File: src/rtl/pp_uart_baud_frac_pkg.sv
// pp_uart_baud_frac_pkg
//   Shared defaults and types for the fractional UART baud generator.
//   Defaults give 115200 baud from a 50 MHz clock with 16x oversampling:
//   50e6 / (115200 * 16) = 27.127 -> 27 + 2/16.
package pp_uart_baud_frac_pkg;

  localparam int DEF_INT_W    = 12;
  localparam int DEF_FRAC_W   = 4;
  localparam int DEF_OVS      = 16;
  localparam int DEF_RST_INT  = 27;
  localparam int DEF_RST_FRAC = 2;

  // Source of a new active divisor on an update edge.
  typedef enum logic [1:0] {
    UPD_NONE = 2'd0,
    UPD_CFG  = 2'd1,
    UPD_PEND = 2'd2
  } upd_src_e;

  // On an update opportunity a same-cycle write wins over the shadow copy,
  // because it is the newer value.
  function automatic upd_src_e upd_select(input logic cfg_wr, input logic pend_v);
    upd_src_e src;
    src = UPD_NONE;
    if (cfg_wr)      src = UPD_CFG;
    else if (pend_v) src = UPD_PEND;
    return src;
  endfunction

endpackage

File: src/rtl/pp_uart_baud_frac_acc.sv
// pp_uart_baud_frac_acc
//   Fractional accumulator plus interval counter. Each oversample interval
//   is di or di+1 clk cycles, where the +1 comes from the carry of
//   acc + act_frac; ival_end marks the last cycle of an interval.
// Ports:
//   clk, rst        clock, async active-low reset
//   run             count enable; low holds counter and accumulator at 0
//   last_ival       the current interval is the last of the bit (acc restarts)
//   act_int/frac    active divisor
//   ival_end        combinational strobe, high in the final cycle of an interval
module pp_uart_baud_frac_acc #(
  parameter int INT_W  = 12,
  parameter int FRAC_W = 4
) (
  input  logic              clk,
  input  logic              rst,
  input  logic              run,
  input  logic              last_ival,
  input  logic [INT_W-1:0]  act_int,
  input  logic [FRAC_W-1:0] act_frac,
  output logic              ival_end
);

  logic [INT_W:0]    cnt_q, cnt_d;
  logic [FRAC_W-1:0] acc_q, acc_d;
  logic [FRAC_W:0]   sum;
  logic [INT_W-1:0]  di;
  logic [INT_W:0]    len_m1;

  always_comb begin
    sum = {1'b0, acc_q} + {1'b0, act_frac};
    // Divisors below 2 cannot produce distinct single-cycle ticks.
    di  = (act_int < INT_W'(2)) ? INT_W'(2) : act_int;
    // acc and act only change at interval ends, so len_m1 is stable
    // throughout an interval.
    len_m1 = {1'b0, di} + {{INT_W{1'b0}}, sum[FRAC_W]} - (INT_W+1)'(1);
    ival_end = run && (cnt_q == len_m1);

    cnt_d = cnt_q + (INT_W+1)'(1);
    acc_d = acc_q;
    if (!run) begin
      cnt_d = '0;
      acc_d = '0;
    end else if (ival_end) begin
      cnt_d = '0;
      acc_d = last_ival ? '0 : sum[FRAC_W-1:0];
    end
  end

  always_ff @(posedge clk or negedge rst) begin
    if (!rst) begin
      cnt_q <= '0;
      acc_q <= '0;
    end else begin
      cnt_q <= cnt_d;
      acc_q <= acc_d;
    end
  end

endmodule

File: src/rtl/pp_uart_baud_frac.sv
// pp_uart_baud_frac
//   Fractional-divisor UART baud generator. Produces an oversample tick,
//   a mid-bit tick and a bit-boundary tick, all registered and one cycle
//   wide. Divisor writes while running are shadowed and applied at the
//   next bit boundary so a bit is never built from two divisors.
// Ports:
//   clk, rst            clock, async active-low reset
//   soft_rst            sync active-low clear, same effect as rst
//   en                  run enable
//   cfg_wr, cfg_int,
//   cfg_frac            divisor write strobe and value
//   os_tick, mid_tick,
//   bit_tick            ticks
//   cfg_busy            a written divisor is waiting for a bit boundary
//   cfg_err             sticky: an integer divisor below 2 was loaded
module pp_uart_baud_frac
  import pp_uart_baud_frac_pkg::*;
#(
  parameter int INT_W    = DEF_INT_W,
  parameter int FRAC_W   = DEF_FRAC_W,
  parameter int OVS      = DEF_OVS,
  parameter int RST_INT  = DEF_RST_INT,
  parameter int RST_FRAC = DEF_RST_FRAC
) (
  input  logic              clk,
  input  logic              rst,
  input  logic              soft_rst,
  input  logic              en,
  input  logic              cfg_wr,
  input  logic [INT_W-1:0]  cfg_int,
  input  logic [FRAC_W-1:0] cfg_frac,
  output logic              os_tick,
  output logic              mid_tick,
  output logic              bit_tick,
  output logic              cfg_busy,
  output logic              cfg_err
);

  localparam int OS_W = $clog2(OVS);
  localparam logic [OS_W-1:0] OS_LAST = OS_W'(OVS - 1);
  localparam logic [OS_W-1:0] OS_MID  = OS_W'(OVS / 2 - 1);
  localparam logic [INT_W-1:0]  RST_INT_V  = INT_W'(RST_INT);
  localparam logic [FRAC_W-1:0] RST_FRAC_V = FRAC_W'(RST_FRAC);

  logic [INT_W-1:0]  act_int_q, act_int_d;
  logic [FRAC_W-1:0] act_frac_q, act_frac_d;
  logic [INT_W-1:0]  pend_int_q, pend_int_d;
  logic [FRAC_W-1:0] pend_frac_q, pend_frac_d;
  logic              pend_v_q, pend_v_d;
  logic [OS_W-1:0]   os_cnt_q, os_cnt_d;
  logic              os_tick_q, os_tick_d;
  logic              mid_tick_q, mid_tick_d;
  logic              bit_tick_q, bit_tick_d;
  logic              cfg_err_q, cfg_err_d;

  logic              run;
  logic              last_ival;
  logic              ival_end;
  logic              bit_end;
  upd_src_e          upd;
  logic [INT_W-1:0]  new_int;
  logic [FRAC_W-1:0] new_frac;

  assign run       = en && soft_rst;
  assign last_ival = (os_cnt_q == OS_LAST);

  pp_uart_baud_frac_acc #(
    .INT_W  (INT_W),
    .FRAC_W (FRAC_W)
  ) u_acc (
    .clk       (clk),
    .rst       (rst),
    .run       (run),
    .last_ival (last_ival),
    .act_int   (act_int_q),
    .act_frac  (act_frac_q),
    .ival_end  (ival_end)
  );

  always_comb begin
    bit_end = ival_end && last_ival;

    // Divisor changes happen only while stopped or at a bit boundary.
    upd = UPD_NONE;
    if (!en || bit_end) upd = upd_select(cfg_wr, pend_v_q);

    new_int  = (upd == UPD_CFG) ? cfg_int  : pend_int_q;
    new_frac = (upd == UPD_CFG) ? cfg_frac : pend_frac_q;

    act_int_d   = act_int_q;
    act_frac_d  = act_frac_q;
    cfg_err_d   = cfg_err_q;
    if (upd != UPD_NONE) begin
      act_int_d  = new_int;
      act_frac_d = new_frac;
      if (new_int < INT_W'(2)) cfg_err_d = 1'b1;
    end

    pend_int_d  = pend_int_q;
    pend_frac_d = pend_frac_q;
    pend_v_d    = pend_v_q;
    if (!en || bit_end) begin
      pend_v_d = 1'b0;
    end else if (cfg_wr) begin
      pend_int_d  = cfg_int;
      pend_frac_d = cfg_frac;
      pend_v_d    = 1'b1;
    end

    os_cnt_d = os_cnt_q;
    if (!en)           os_cnt_d = '0;
    else if (ival_end) os_cnt_d = os_cnt_q + OS_W'(1);  // OVS is 2^n, wraps

    os_tick_d  = ival_end;
    mid_tick_d = ival_end && (os_cnt_q == OS_MID);
    bit_tick_d = bit_end;

    if (!soft_rst) begin
      act_int_d   = RST_INT_V;
      act_frac_d  = RST_FRAC_V;
      pend_int_d  = '0;
      pend_frac_d = '0;
      pend_v_d    = 1'b0;
      os_cnt_d    = '0;
      os_tick_d   = 1'b0;
      mid_tick_d  = 1'b0;
      bit_tick_d  = 1'b0;
      cfg_err_d   = 1'b0;
    end
  end

  always_ff @(posedge clk or negedge rst) begin
    if (!rst) begin
      act_int_q   <= RST_INT_V;
      act_frac_q  <= RST_FRAC_V;
      pend_int_q  <= '0;
      pend_frac_q <= '0;
      pend_v_q    <= 1'b0;
      os_cnt_q    <= '0;
      os_tick_q   <= 1'b0;
      mid_tick_q  <= 1'b0;
      bit_tick_q  <= 1'b0;
      cfg_err_q   <= 1'b0;
    end else begin
      act_int_q   <= act_int_d;
      act_frac_q  <= act_frac_d;
      pend_int_q  <= pend_int_d;
      pend_frac_q <= pend_frac_d;
      pend_v_q    <= pend_v_d;
      os_cnt_q    <= os_cnt_d;
      os_tick_q   <= os_tick_d;
      mid_tick_q  <= mid_tick_d;
      bit_tick_q  <= bit_tick_d;
      cfg_err_q   <= cfg_err_d;
    end
  end

  assign os_tick  = os_tick_q;
  assign mid_tick = mid_tick_q;
  assign bit_tick = bit_tick_q;
  assign cfg_busy = pend_v_q;
  assign cfg_err  = cfg_err_q;

endmodule

File: config.mk
export PLATFORM = sky130hd
export DESIGN_NAME = pp_uart_baud_frac
export DESIGN_NICKNAME = d
export VERILOG_FILES = /design/src/rtl/pp_uart_baud_frac_pkg.sv /design/src/rtl/pp_uart_baud_frac_acc.sv /design/src/rtl/pp_uart_baud_frac.sv
export SDC_FILE = /design/constraint.sdc
export NUM_CORES = 1
export LEC_CHECK = 0
export BUFFER_PORTS_ARGS = -buffer_cell sky130_fd_sc_hd__clkbuf_2
export CAP_MARGIN = 20
export CORE_AREA = 2 2 83 85
export DETAILED_ROUTE_END_ITERATION = 8
export DIE_AREA = 0 0 85 87
export GPL_ROUTABILITY_DRIVEN = 0
export HOLD_SLACK_MARGIN = 0.05
export PLACE_DENSITY_LB_ADDON = 0.08
export SETUP_SLACK_MARGIN = 0.3
export SYNTH_ARGS = -nofsm -noshare
export SYNTH_HDL_FRONTEND = slang
export SYNTH_HIERARCHICAL = 1
export SYNTH_SLANG_ARGS = --single-unit
File: constraint.sdc
create_clock -name clk -period 5.1 [get_ports clk]
set_input_delay 1.02 -clock clk [delete_from_list [all_inputs] [get_ports clk]]
set_output_delay 1.02 -clock clk [all_outputs]
set_load 0.02 [all_outputs]
==> summary.md <==
| Metric | Value |
|---|---|
| Outcome | finished clean |
| FMAX | 228 MHz |
| Synthesized cell area | 0.00345 mm2 |
| Post-synthesis sequential area ratio | 42.3% |
| Maximum vdd ir drop | 0.168 mV |
| CP top delay family | simple AND/OR/NAND/NOR gates |
| Initial antenna violation count | 0 |
| Vias per cell | 5.79 |
| Element type at the critical path end | flop |
| CP max stage delay | 0.55 ns |
| DRT iter0 DRCs | 163 |
| Post-synth EDFFs | 0 |
| Total I/O pin count | 26 |
| Via count | 2571 |
| DP Worst Slack | 0.509 ns |
| Reg clk slew, reported paths | 0.07 ns |
| Slew @ Worst Pin | 0.801 ns |
| Drt first pass iters | 4 |
| Num CTS Buffers | 9 |
| Minimum clock period | 4.39 ns |
| CTS root buffer | clkbuf_8 |
| Cts hold-fix bufs | 0 |
| Nets | 389 |
| CTS tree | done |
| Clk_skew | 0.00796 ns |
| Mapped Nets | 363 |
| Multi-input gate area | 0.00186 mm2 |
| Mapped Cells | 333 |
| RSZ-0062 raised after global routing | no |
| Count of pins over their slew limit | 0 |
| WL/cell | 16.4 um |
| GR Overflow Total | 0 |
| IO buf count | 25 |
| Largest net degree at the start of global routing | 59 |
| DRC | 0 |
| Yosys reg bits | 58 |
| Vias in the first global route | 2527 |
| P per Cell Area | 286 mW/mm2 |
| First-pass GRT wire length | 12.5 mm |
| Die height | 87 um |
| Final Hold Fails | 0 |
| Crit-path cells | inv_1, fa_1, inv_1, a21o_1, a21oi_1, ha_1, ha_1, nor2b_1, o311a_1, nor4_1, nand4_1, nor3b_1, buf_4, nand4_4, a21boi_2, buf_4, mux2i_1, a32o_1 |
| Antenna Cells | 0 |
| Detail Route Antenna Nets | 0 |
| Ys Warns | 6 |
| Slew margin rel. | 46.5% |
| CTS H-tree lvls | 3 |
| Distinct cell type count after synthesis | 55 |
| Worst Path Arrival | 4.66 ns |
| Crit. Startpoint | act_frac_q[1] |
| Setup slack after layout | 0.714 ns |
| Worst hold path type | flop to flop |
| Hpwl dp | 5.04 mm |
| Share of layout cells above drive strength 1 | 20.3% |
| Placed cells | 428 |
| CP Launch Type | flop |
| Fillcell total | 569 |
| Ys flop type | dfrtp_1 |
| Initial core utilization | 52.5% |
| # Post-CTS Setup Buffers | 0 |
| DIE WIDTH | 85 um |
| CORE AREA | 0.00657 mm2 |
| Period Utilization, post-route | 86.0% |
| WP buf/inv | 4 |
| Async SR Flop Fraction | 100% |
| Total area of sequential cells | 0.00146 mm2 |
| Total design power | 1100 uW |
| Non-filler cells, final | 444 |
| Syn-to-layout area delta | 11.5% |
| Clk Latency, worst-skew pair | 0.34 ns |
| Area of the die | 0.00740 mm2 |
| Routed WL | 7.28 mm |
| Setup Viol. Count Final | 0 |
| Avg Cell Area, Syn | 10.4 um2 |
| Num rows | 30 |
| RR Startpoint | act_frac_q[1] |
| Max_cap viols | 0 |
| Core Util, Final | 58.5% |
| Final TNS setup | 0 ns |
| Leakage power total | 0.00177 uW |
| Total Routing Usage GR | 21.3% |
| # clock sinks | 58 |
| Critical path class | flop to flop |
| Hold Crit Start | cfg_err |
| CTS resizes | 0 |
| WP data required | 5.38 ns |
| Max clock buf depth | 2 |
| Slowest CP cell | dfstp_2 |
| Worst Path Max Fanout | 17 |
## worst register-to-register path, stage by stage, from the launching register on
cell,delay [ns]
dfstp_2,0.55
inv_1,0.06
fa_1,0.45
inv_1,0.07
a21o_1,0.11
a21oi_1,0.07
ha_1,0.22
ha_1,0.22
nor2b_1,0.18
o311a_1,0.35
nor4_1,0.36
nand4_1,0.14
nor3b_1,0.21
buf_4,0.20
nand4_4,0.15
a21boi_2,0.16
buf_4,0.30
mux2i_1,0.34
a32o_1,0.20
## cells in the final DEF (no fill, tap or decap), types with 3 or more instances in the layout
| master | count |
|---|---|
| clkbuf_8 | 10 |
| dfrtp_1 | 53 |
| o21ai_0 | 14 |
| nor2_1 | 28 |
| xor2_1 | 12 |
| nor2b_1 | 4 |
| mux2i_1 | 38 |
| nor3_1 | 11 |
| clkbuf_2 | 25 |
| nor4_1 | 6 |
| buf_4 | 4 |
| a21o_1 | 3 |
| nand3_1 | 6 |
| nor3b_2 | 11 |
| a21oi_1 | 17 |
| inv_1 | 8 |
| nand2_1 | 18 |
| xnor2_1 | 13 |
| dfstp_2 | 5 |
| and3_1 | 9 |
| nor3b_1 | 5 |
| nand4_1 | 3 |
| a31oi_1 | 5 |
| o31ai_1 | 4 |
| ha_1 | 8 |
## cell families (layout without fill, tap and decap cells)
| kind of cell | after synthesis | in the layout | synth area share [%] |
|---|---|---|---|
| mux | 38 | 38 | 11.0 |
| buf+inv | 23 | 54 | 4.25 |
| flops | 58 | 58 | 42.3 |
| xor+xnor | 25 | 25 | 6.35 |
| compound gates | 58 | 58 | 11.0 |
| fa+ha+maj | 9 | 9 | 3.48 |
| simple gates | 122 | 122 | 21.6 |
## cell type report
cell class                      instances  area share (%)
Multi-Input combinational cell        252            48.4
Clock buffer                           11            3.68
Tap cell                               80            2.61
Timing Repair Buffer                   30            4.56
Clock inverter                          5            2.05
Sequential cell                        58            37.9
Inverter                                8           0.782
## cells in the mapped netlist (9+ instances only)
cell type  count  area (um2)
o21ai_0       14        70.1
and3_1         9        56.3
nor3_1        12        60.1
dfrtp_1       53        1330
a21oi_1       17        85.1
xor2_1        12         105
nor3b_2       10         125
nand2_1       18        67.6
nor2_1        28         105
mux2i_1       38         380
xnor2_1       13         114
## per-layer routing
layer  up-vias  share of wire, %  track usage, %
met5         -                 0               0
met4         0               2.2            9.09
met3        17               3.1            3.41
met2        49                46            33.1
met1      1238                49            29.6
li1       1267                 -               -
## where the power goes
group | internal (uW) | switching [uW] | leakage, uW
clock | 288 | 188 | 0.000113
combinational | 52.3 | 71.2 | 0.000881
sequential | 479 | 21.5 | 0.000778
total | 819 | 281 | 0.00177
## path summary, 6_finish.rpt
kind | end | slack (ns) | depth (start not counted)
min in group asynchronous | pend_int_q[7] | 0.84 | 2
min reg2reg | cfg_err | 0.50 | 1
max | cfg_err | 0.71 | 18
max reg2reg | cfg_err | 0.71 | 18
max in group asynchronous | os_cnt_q[2] | 3.78 | 2
min | cfg_err | 0.50 | 1
## state kept, by name, indices dropped and copies added, names as in the netlist
register     cells
u_acc/cnt_q     13
act_int_q       12
pend_int_q      12
act_frac_q       4
os_cnt_q         4
pend_frac_q      4
u_acc/acc_q      4
bit_tick         1
cfg_busy         1
cfg_err          1
mid_tick         1
os_tick          1
## through the flow
step / hold WS, ns / cell area (um2)
after floorplan: 0.489 / 3450
after global placement: 0.488 / 3610
after detailed placement: 0.493 / 3610
after CTS: 0.510 / 3830
after global routing: 0.519 / 3840
final: 0.502 / 3840
Power figures use the tool's default switching activity.
